<file path="config.mk">
export PLATFORM = sky130hd
export DESIGN_NAME = iter_log_mult_ctrl
export DESIGN_NICKNAME = d
export VERILOG_FILES = /design/src/rtl/iter_log_mult_ctrl.sv
export SDC_FILE = /design/constraint.sdc
export NUM_CORES = 1
export LEC_CHECK = 0
export BUFFER_PORTS_ARGS = -buffer_cell sky130_fd_sc_hd__buf_4
export CORE_ASPECT_RATIO = 0.5
export CORE_UTILIZATION = 30
export CTS_BUF_LIST = sky130_fd_sc_hd__clkbuf_16
export CTS_CLUSTER_DIAMETER = 40
export DETAILED_ROUTE_END_ITERATION = 8
export HOLD_SLACK_MARGIN = 0.12
export PLACE_DENSITY_LB_ADDON = 0.3
export SLEW_MARGIN = 10
export SYNTH_ARGS = -nofsm -noshare
export SYNTH_HDL_FRONTEND = slang
export SYNTH_SLANG_ARGS = --single-unit
</file>
<file path="constraint.sdc">
create_clock -name clk -period 13.01 [get_ports clk]
set_input_delay 1.301 -clock clk [delete_from_list [all_inputs] [get_ports clk]]
set_output_delay 1.301 -clock clk [all_outputs]
set_load 0.05 [all_outputs]
</file>
<file path="src/rtl/iter_log_mult_ctrl.sv">
// rtl/iter_log_mult_ctrl.sv - iterative Mitchell-style logarithmic multiplier controller
// Each CALC cycle adds one Mitchell partial product and strips the leading ones from both residues.
module iter_log_mult_ctrl #(
  parameter int WIDTH      = 8,
  parameter int LOG2_WIDTH = 3,
  parameter int ITER       = 2
) (
  input  logic               clk,
  input  logic               rst,
  input  logic               in_valid,
  output logic               in_ready,
  input  logic [WIDTH-1:0]   A,
  input  logic [WIDTH-1:0]   B,
  output logic               out_valid,
  input  logic               out_ready,
  output logic [2*WIDTH-1:0] P,
  output logic               busy
);

  localparam int PW = 2 * WIDTH;
  localparam int CW = $clog2(ITER + 1);

  typedef enum logic [1:0] {IDLE, CALC, DONE} state_t;

  state_t          state, state_next;
  logic [WIDTH-1:0] ra, rb, ra_next, rb_next;
  logic [PW-1:0]    acc, acc_next, p_reg, p_next;
  logic [CW-1:0]    cnt, cnt_next;
  logic [LOG2_WIDTH-1:0] k1, k2;
  logic [WIDTH-1:0] lead1, lead2;
  logic [PW-1:0]    pp;

  function automatic logic [LOG2_WIDTH-1:0] lod(input logic [WIDTH-1:0] v);
    lod = '0;
    for (int i = 0; i < WIDTH; i++)
      if (v[i]) lod = i[LOG2_WIDTH-1:0];
  endfunction

  assign k1    = lod(ra);
  assign k2    = lod(rb);
  assign lead1 = WIDTH'(1) << k1;
  assign lead2 = WIDTH'(1) << k2;
  // k1+k2 is widened so the sum cannot wrap in LOG2_WIDTH bits
  assign pp = (PW'(1) << (32'(k1) + 32'(k2)))
            + (PW'(ra - lead1) << k2)
            + (PW'(rb - lead2) << k1);

  always_ff @(posedge clk or posedge rst) begin
    if (rst) begin
      state <= IDLE;
      ra    <= '0;
      rb    <= '0;
      acc   <= '0;
      cnt   <= '0;
      p_reg <= '0;
    end else begin
      state <= state_next;
      ra    <= ra_next;
      rb    <= rb_next;
      acc   <= acc_next;
      cnt   <= cnt_next;
      p_reg <= p_next;
    end
  end

  always_comb begin
    state_next = state;
    ra_next    = ra;
    rb_next    = rb;
    acc_next   = acc;
    cnt_next   = cnt;
    p_next     = p_reg;
    case (state)
      IDLE: begin
        if (in_valid) begin
          ra_next    = A;
          rb_next    = B;
          acc_next   = '0;
          cnt_next   = '0;
          state_next = CALC;
        end
      end
      CALC: begin
        if (ra == '0 || rb == '0) begin
          p_next     = acc;
          state_next = DONE;
        end else begin
          acc_next = acc + pp;
          ra_next  = ra - lead1;
          rb_next  = rb - lead2;
          cnt_next = cnt + 1'b1;
          if (cnt_next == CW'(ITER)) begin
            p_next     = acc_next;
            state_next = DONE;
          end
        end
      end
      DONE: begin
        if (out_ready) state_next = IDLE;
      end
      default: state_next = IDLE;
    endcase
  end

  assign in_ready  = (state == IDLE) && !rst;
  assign out_valid = (state == DONE);
  assign busy      = (state != IDLE);
  assign P         = p_reg;

endmodule
</file>
---- After elaboration in Yosys (flattened, before gate mapping) ----
Cells that the tools add are included.
operators by class
  eq/ne operators ......................... 7
  reductions and logical operators ........ 12
  shifts and indexed selects .............. 5
  add/sub/neg operators ................... 9
  multiplexer cells ....................... 33
operators with widths
  kind                                                                count
  16-bit 2-to-1 mux                                                   4
  16-bit adder                                                        3
  3-bit 2-to-1 mux                                                    12
  8-bit 2-to-1 mux                                                    4
  16-bit case mux with 2 select lines                                 1
  8-bit case mux with 2 select lines                                  2
  16-bit by 3-bit left shift with 16-bit output                       2
  8-bit by 8-bit subtractor with 9-bit output                         2
  8-bit logical NOT                                                   2
  1-bit by 3-bit left shift with 8-bit output, first input constant   2
  1-bit by 4-bit left shift with 16-bit output, first input constant  1
  8-bit subtractor                                                    2
  2-bit 2-to-1 mux                                                    6
  2-bit case mux with 3 select lines                                  1
  3-bit AND reduction                                                 2
  2-bit nonzero test                                                  3
  3-bit by 3-bit adder with 4-bit output                              1
  2-bit == test, second input constant                                2
  2-bit != test, second input constant                                2
  2-bit case mux with 2 select lines                                  1
  3-bit != test, second input constant                                1
  2-bit by 1-bit adder with 2-bit output, second input constant       1
  2-bit by 1-bit == test with 1-bit output, second input constant     1
  2-bit logical NOT                                                   1
  6 further kinds                                                     7
storage, ports and cells
  register bits ........................... 52
  word-level logic and storage cells ...... 72
  input bits .............................. 20
  output and inout port bits .............. 19

---- Longest topological paths before layout ----
Gate-level depths: netlist (run 1).
  word-level depth ........................ 15
  gate-level depth with buffers ........... 28
  depth with buffers taken out ............ 26

---- Worst setup path after synthesis (run 1) ----
No wires, ideal clock.
  path type ............................... register to register
  start point ............................. reg ra[2]
  end point ............................... reg p_reg[11] (netlist: P[11])
  cell stages (with the launch flop) ...... 26
  data required time ...................... 12.927 ns
  period minus slack after synthesis ...... 6.085 ns
  library setup time ...................... 0.083 ns
  slack ................................... 6.925 ns
  arrival ................................. 6.003 ns
  buffers on the path ..................... 2
  path through ............................ dfrtp_1 > nand2b_1 > a21oi_1 > nor2_1 > o21bai_1 > buf_1 > clkbuf_1 > nand2_1 > ha_1 > nor2b_1 > o21ai_0 > a21boi_0 > o21ai_0 > mux4_2 > mux2i_1 > fa_1 > fa_1 > inv_1 > ha_1 > or2_2 > and4b_1 > a21bo_2 > a21oi_1 > xnor2_1 > a21oi_1 > o21ai_0
on the way
  word-level cells in the longest chain between the ends .. 14
  elaborated cells between the ends (all ways) .. 21
  those cells by class .................... add/sub: 5; shift: 4; mux: 8; reduce/logical: 4
ends and longest elaborated chain
  element                                        line  source
  from (decl)                                    26    logic [WIDTH-1:0] ra, rb, ra_next, rb_next;
  from (signal assigned)                         58    ra <= ra_next;
  3-bit 2-to-1 mux (6 in series)                 36    if (v[i]) lod = i[LOG2_WIDTH-1:0];
  1-bit by 3-bit left shift with 8-bit output    41    assign lead1 = WIDTH'(1) << k1;
  8-bit by 8-bit subtractor with 9-bit output    45    + (PW'(ra - lead1) << k2)
  16-bit by 3-bit left shift with 16-bit output  45
  16-bit adder                                   45
  16-bit adder                                   46    + (PW'(rb - lead2) << k1);
  16-bit adder                                   88    acc_next = acc + pp;
  16-bit 2-to-1 mux                              92    if (cnt_next == CW'(ITER)) begin
  16-bit 2-to-1 mux                              84    if (ra == '0 || rb == '0) begin
  to (signal assigned)                           62    p_reg <= p_next;
  to (decl)                                      27    logic [PW-1:0] acc, acc_next, p_reg, p_next;
Parallel ways exist; a longest one is shown, timed or not. The select of a mux whose other input is x is not followed.
A chain may end at the register's enable or synchronous reset.

---- Worst setup path in the final report (run 1) ----
  start point ............................. reg ra[7]
  end point ............................... reg p_reg[15] (netlist: P[15])
on the way
  word-level cells in the longest chain between the ends .. 9
  elaborated cells between the ends (all ways) .. 16
  those cells by class .................... add/sub: 5; shift: 4; mux: 3; reduce/logical: 4
ends and longest elaborated chain
  element                                        line
  3-bit 2-to-1 mux                               36
  1-bit by 3-bit left shift with 8-bit output    41
  8-bit by 8-bit subtractor with 9-bit output    45
  16-bit by 3-bit left shift with 16-bit output  45
  16-bit adder                                   45
  16-bit adder                                   46
  16-bit adder                                   88
  16-bit 2-to-1 mux                              92
  16-bit 2-to-1 mux                              84
Parallel ways exist; a longest one is shown, timed or not. The select of a mux whose other input is x is not followed.

==> flow_metrics.py, run 1 <==
metrics = {
    "layout": {
        "multiInputGateArea_um2": 3690,
        "layout-drive-gt1-share_pct": 10.2,
        "antenna_cells": 0,
        "fillers": 1828,
        "seqCellArea_um2": 1300,
        "postLayoutCoreUtil_pct": 34.3,
        "fin_nets": 753,
        "area_growth_pct": 11.6,
    },
    "setup_path": {
        "worst-path-stages": 22,
        "worstSetupPathType": "register to register",
        "critPathBufInv": 2,
        "slowest_stage": "nor4_4",
        "cp-endpoint": "P[15]$_DFFE_PP0P_",
        "cp_slowest_stage_delay_ns": 0.71,
        "rr_startpoint": "ra[7]$_DFFE_PP0P_",
        "crit_start": "ra[7]$_DFFE_PP0P_",
        "endpoint_kind": "register",
        "reg2reg_depth": 22,
        "crit_fanout": 16,
        "required_ns": 13.24,
        "r2r-end": "P[15]$_DFFE_PP0P_",
        "cp_cell_sequence": "nor4_4 -> inv_2 -> nor3_4 -> nand2_1 -> ha_1 -> nor2b_1 -> o21ai_0 -> a21boi_0 -> o21ai_0 -> mux4_2 -> mux2i_1 -> fa_1 -> fa_1 -> inv_1 -> ha_1 -> or2_2 -> and4b_1 -> a21oi_1 -> o41ai_1 -> xor2_1 -> mux2i_1 -> o21ai_1",
        "start_kind": "register",
        "arrival_ns": 7.08,
        "reg2reg_slack_ns": 6.17,
        "critPathTopFamily": "adder cells",
    },
    "synthesis": {
        "ys_async_sr_fraction_pct": 100,
        "synth-simple-area-share_pct": 18.4,
        "synth_cell_types": 65,
        "seq_area_frac_synth_pct": 24.3,
        "syn_area_um2": 5360,
        "synth-seq-cells": 52,
        "synth_compound_area_share_pct": 21.7,
        "synth_fa_ha_area_share_pct": 19.8,
        "synth_top_family_by_area": "compound AO/OA/AOI/OAI gates",
        "synthCells": 648,
        "yosys_warnings": 0,
        "syn_nets": 733,
        "muxShareOfSynthArea_pct": 5.35,
        "synth_flop_cell": "dfrtp_1",
        "avgSynthCellArea_um2": 8.27,
        "synth_edf_count": 0,
        "synth_xor_area_share_pct": 3.52,
    },
    "cts": {
        "cts_buffers": 5,
        "cts_resized": 0,
        "clkLatencyLatePin_ns": 0.31,
        "h-tree-depth": 2,
        "cts_buffer_depth": 2,
        "cts_tree": "built",
        "cts.root.buffer_cell": "clkbuf_16",
        "cts.hold.buffers_added": 0,
        "cts.clk_slew.worst_paths_ns": 0.08,
        "post_cts_buffers": 0,
        "cts_sinks": 52,
    },
    "sta": {
        "slew_headroom_pct": 25.1,
        "tightest_slew_ns": 1.12,
        "fin_ws_ns": 6.17,
        "finalHoldViolCount": 0,
        "post-route-period-util_pct": 52.6,
        "slew_violations": 0,
        "period_minus_slack_ns": 6.84,
        "setup_viol": 0,
        "rsz0062_at_grt": "false",
        "fin_tns_setup_ns": 0,
        "whs_ns": 0.476,
        "finClkSkew_ns": 0.00860,
        "max_freq_ghz": 0.146,
    },
    "global_routing": {
        "grt_pass1_vias": 4498,
        "grt_pass1_wl_um": 24300,
        "grt_use_total_pct": 17.0,
        "overflow": 0,
        "grt_max_degree": 53,
        "antenna_found_initial": 0,
    },
    "die": {
        "coreArea_um2": 17400,
        "ios": 39,
        "num_rows": 34,
        "initial_core_util_pct": 30.7,
        "die_w_um": 191,
        "dieArea_um2": 18400,
        "die-height_um": 96.5,
    },
    "detailed_routing": {
        "vias": 4682,
        "drtIter0Drc": 358,
        "viasPerCell": 5.18,
        "dr.pass1.iters": 5,
        "wl_per_cell_um": 16.5,
        "route.detailed.drc": 0,
        "ant_nets": 0,
        "drt-total-wl_um": 14900,
    },
    "run_status": {
        "status": "finished, final reports clean",
    },
    "placed_design": {
        "portBuffers": 38,
        "place_congestion": 0.895,
        "dpl_worst_slack_ns": 6.22,
        "dp_hpwl_um": 12000,
    },
    "min_path": {
        "hold_class": "register to register",
    },
    "flow_run": {
        "maxCapViolations": 0,
    },
}
[how the worst min path moves through the flow]
stage | startpoint | end | slack, ns | cells past startpoint
2_1_floorplan | cnt[1]$_DFFE_PP0P_ | cnt[1]$_DFFE_PP0P_ | 0.45 | 2
3_3_place_gp | P[9]$_DFFE_PP0P_ | P[9]$_DFFE_PP0P_ | 0.46 | 2
3_5_place_dp | P[9]$_DFFE_PP0P_ | P[9]$_DFFE_PP0P_ | 0.47 | 2
4_1_cts | P[9]$_DFFE_PP0P_ | P[9]$_DFFE_PP0P_ | 0.49 | 2
5_1_grt | cnt[1]$_DFFE_PP0P_ | cnt[1]$_DFFE_PP0P_ | 0.51 | 2
6_report | P[9]$_DFFE_PP0P_ | P[9]$_DFFE_PP0P_ | 0.48 | 2
[flip-flops by register name, summed over array words and instances (netlist names)]
register,count
P,16
ra,8
acc,16
cnt,2
state,2
rb,8
[layer usage]
layer  track usage [%]  up-vias  part of all wire (%)
li1                  -     2313                     -
met1              25.6     2251                    53
met2              25.8      108                    41
met3              2.49       10                   5.1
met4              2.60        0                  0.69
met5                 0        -                     0
[logic make-up after synthesis]
| group | after synthesis |
|---|---|
| fa+ha+maj | 65 |
| buf+inv | 91 |
| compound gates | 186 |
| xor+xnor | 20 |
| flops | 52 |
| mux | 27 |
| simple gates | 207 |
[metrics by stage]
stage | instance area [µm²] | cells
final | 5980 | 903
after global routing | 5980 | 903
after CTS | 5980 | 903
after detailed placement | 5830 | 895
after global placement | 5830 | 895
after floorplan | 5360 | 648
[area by class of cell]
type	count	area share, %
repair buffers	41	5.15
clock inverters	3	0.460
flip-flops and latches	52	21.8
well taps	234	4.90
multi-input cells	505	61.7
clock buffers	5	2.09
inverters	63	3.95
[layout by cell type, fill, tap and decap left out, drive strengths merged, types with 6 or more instances in the layout]
| cell | n |
|---|---|
| xor2 | 9 |
| a211oi | 11 |
| nand3 | 12 |
| ha | 32 |
| dfrtp | 52 |
| a21o | 7 |
| a31oi | 9 |
| xnor2 | 10 |
| nor3 | 21 |
| nor2 | 50 |
| fa | 33 |
| nand2 | 79 |
| buf | 41 |
| inv | 63 |
| nand2b | 6 |
| a21oi | 53 |
| a22o | 14 |
| nor2b | 7 |
| mux2i | 23 |
| o21ai | 58 |
[worst min-delay path, delay by kind of cell (launching register included)]
family,cells,cell delay (ns)
flip-flops,1,0.35
AND/OR/NAND/NOR,2,0.10
[synth_stat cells, types with 3 or more instances]
library cell	instances	area, µm²
a211oi_1	11	82.6
a21o_1	7	52.6
a21oi_1	53	265
a22o_1	14	123
a31o_2	3	26.3
a31oi_1	9	56.3
and2_1	4	25.0
and3_1	4	25.0
buf_2	7	35.0
buf_6	3	33.8
clkbuf_1	15	56.3
dfrtp_1	52	1300
fa_1	33	661
ha_1	32	400
inv_1	60	225
mux2i_1	23	230
nand2_1	79	297
nand2b_1	6	37.5
nand3_1	12	60.1
nand4_1	4	25.0
nor2_1	50	188
nor2b_1	7	43.8
nor3_1	20	100
nor4_1	3	18.8
o21a_1	3	22.5
o21ai_0	38	190
o21ai_1	20	100
o22ai_1	3	18.8
o31a_1	3	26.3
o31ai_1	3	22.5
or2_2	4	25.0
or3_1	4	25.0
xnor2_1	10	87.6
xor2_1	9	78.8
Power of run 1 is left out: the tool's default activity adds up to more than one toggle a clock period on the data nets, which glitch-free logic cannot reach.
==> run 2: changes to the inputs <==
--- a/config.mk
+++ b/config.mk
@@ -5,6 +5,7 @@
 export SDC_FILE = /design/constraint.sdc
 export NUM_CORES = 1
 export LEC_CHECK = 0
+export ABC_AREA = 1
 export BUFFER_PORTS_ARGS = -buffer_cell sky130_fd_sc_hd__buf_4
 export CORE_ASPECT_RATIO = 0.5
 export CORE_UTILIZATION = 30
==> constraint.sdc (replaced) <==
create_clock -name clk -period 5.9 [get_ports clk]
set_input_delay 0.59 -clock clk [delete_from_list [all_inputs] [get_ports clk]]
set_output_delay 0.59 -clock clk [all_outputs]
set_load 0.05 [all_outputs]
==> flow_metrics.py, run 2 <==
metrics = {
    "run_status": {
        "status": "finished, final reports clean",
    },
    "cts": {
        "cts.clk_slew.worst_paths_ns": 0.08,
        "clkLatencyLatePin_ns": 0.30,
        "cts_tree": "built",
        "post_cts_buffers": 0,
        "cts_sinks": 52,
        "h-tree-depth": 2,
        "cts.root.buffer_cell": "clkbuf_16",
        "cts_buffer_depth": 2,
        "cts.hold.buffers_added": 0,
        "cts_buffers": 5,
    },
    "sta": {
        "max_freq_ghz": 0.185,
        "period_minus_slack_ns": 5.40,
        "slew_headroom_pct": 53.5,
        "slew_violations": 0,
        "tightest_slew_ns": 0.697,
        "whs_ns": 0.443,
        "post-route-period-util_pct": 91.4,
        "finalHoldViolCount": 0,
        "rsz0062_at_grt": "false",
        "fin_ws_ns": 0.505,
        "setup_viol": 0,
        "fin_tns_setup_ns": 0,
        "finClkSkew_ns": 0.00558,
    },
    "synthesis": {
        "synthCells": 808,
        "syn_nets": 893,
        "yosys_warnings": 0,
        "yosysTopAreaCellShare_pct": 22.6,
        "yosysMostFrequentCell": "nand2_1",
        "synth_cell_types": 49,
        "synth_area_leaders": "dfrtp_1, nand2_1, fa_1",
        "synth_flop_cell": "dfrtp_1",
        "seq_area_frac_synth_pct": 22.6,
        "synth_edf_count": 0,
        "syn_area_um2": 5750,
        "ys_async_sr_fraction_pct": 100,
        "avgSynthCellArea_um2": 7.12,
        "synth_common_cells": "nand2_1, inv_1, nand3_1",
        "synth-seq-cells": 52,
        "synth_top_cell_by_area": "dfrtp_1",
    },
    "setup_path": {
        "r2r-end": "P[8]$_DFFE_PP0P_",
        "start_kind": "register",
        "cp_slowest_stage_delay_ns": 0.52,
        "reg2reg_slack_ns": 0.50,
        "crit_fanout": 18,
        "worst-path-stages": 28,
        "required_ns": 6.10,
        "cpMostUsedCell": "nand2_1",
        "arrival_ns": 5.60,
        "critPathBufInv": 3,
        "reg2reg_depth": 28,
        "rr_startpoint": "ra[1]$_DFFE_PP0P_",
        "endpoint_kind": "register",
        "worstSetupPathType": "register to register",
        "critPathTopFamily": "adder cells",
        "slowest_stage": "fa_1",
    },
    "detailed_routing": {
        "route.detailed.drc": 0,
        "drtIter0Drc": 323,
        "ant_nets": 0,
        "viasPerCell": 4.77,
        "drt-total-wl_um": 16500,
        "dr.pass1.iters": 5,
        "vias": 5246,
        "wl_per_cell_um": 15.0,
    },
    "placed_design": {
        "portBuffers": 38,
        "place_congestion": 0.958,
        "dp_hpwl_um": 13600,
        "dpl_worst_slack_ns": 0.409,
    },
    "min_path": {
        "hold_depth": 2,
        "whs_endpoint": "state[1]$_DFFE_PP0P_",
        "hp-start": "out_ready",
        "hold_class": "input pin to register",
    },
    "layout": {
        "area_growth_pct": 12.6,
        "antenna_cells": 0,
        "layout-drive-gt1-share_pct": 13.4,
        "fillers": 1998,
        "layout_common_cells": "nand2_1, inv_1, nand3_1, dfrtp_1, nor2_1",
        "fin_nets": 925,
        "mostFrequentLayoutCell": "nand2_1",
    },
    "global_routing": {
        "grt_use_total_pct": 17.6,
        "grt_pass1_wl_um": 26900,
        "grt_pass1_vias": 4947,
        "overflow": 0,
        "grt_max_degree": 53,
        "antenna_found_initial": 0,
    },
    "die": {
        "coreArea_um2": 18600,
        "initial_core_util_pct": 31.0,
        "die_w_um": 198,
        "dieArea_um2": 19800,
        "die-height_um": 99.9,
        "ios": 39,
        "num_rows": 35,
    },
    "flow_run": {
        "maxCapViolations": 0,
    },
}
-- run 2: cells by family after synthesis --
group	count (synthesis)	share of synthesized area, %
simple gates	379	28.8
buf+inv	153	11.2
compound gates	141	16.1
fa+ha+maj	65	18.4
flops	52	22.6
xor+xnor	18	2.74
-- run 2: how the worst max path moves through the flow --
stage / endpoint / start
after global routing: acc[15]$_DFFE_PP0P_ / ra[1]$_DFFE_PP0P_
after floorplan: P[15]$_DFFE_PP0P_ / ra[7]$_DFFE_PP0P_
final: P[8]$_DFFE_PP0P_ / ra[1]$_DFFE_PP0P_
after global placement: P[10]$_DFFE_PP0P_ / ra[1]$_DFFE_PP0P_
after CTS: P[15]$_DFFE_PP0P_ / ra[1]$_DFFE_PP0P_
after detailed placement: P[15]$_DFFE_PP0P_ / ra[1]$_DFFE_PP0P_
-- run 2: what timing repair did --
action | 4_1_cts | 5_1_grt
gates resized for setup | 0 | 4
setup endpoints to repair | 0 | 8
hold endpoints to repair | 0 | 0
-- run 2: metrics by stage --
stage,instance area [µm²],util [%],std cells
floorplan,5750,-,808
global route,6480,34.9,1100
detailed placement,6290,33.9,1092
CTS,6460,34.8,1100
finish,6480,34.9,1100
global placement,6290,33.9,1092
-- run 2: area by class of cell --
type	count	area [µm²]	share of cell area (%)
Tap cell	259	324	5.00
Clock inverter	3	46.3	0.715
Clock buffer	5	125	1.93
Multi-Input combinational cell	603	3820	59.0
Inverter	130	500	7.73
Timing Repair Buffer	48	360	5.56
Sequential cell	52	1300	20.1
-- run 2: routing by layer --
layer / wire (µm) / track usage (%)
met4: 182 / 3.52
met2: 6580 / 25.6
met5: 0 / 0
met1: 9030 / 27.6
met3: 678 / 2.12
Power of run 2 is left out for the same reason.
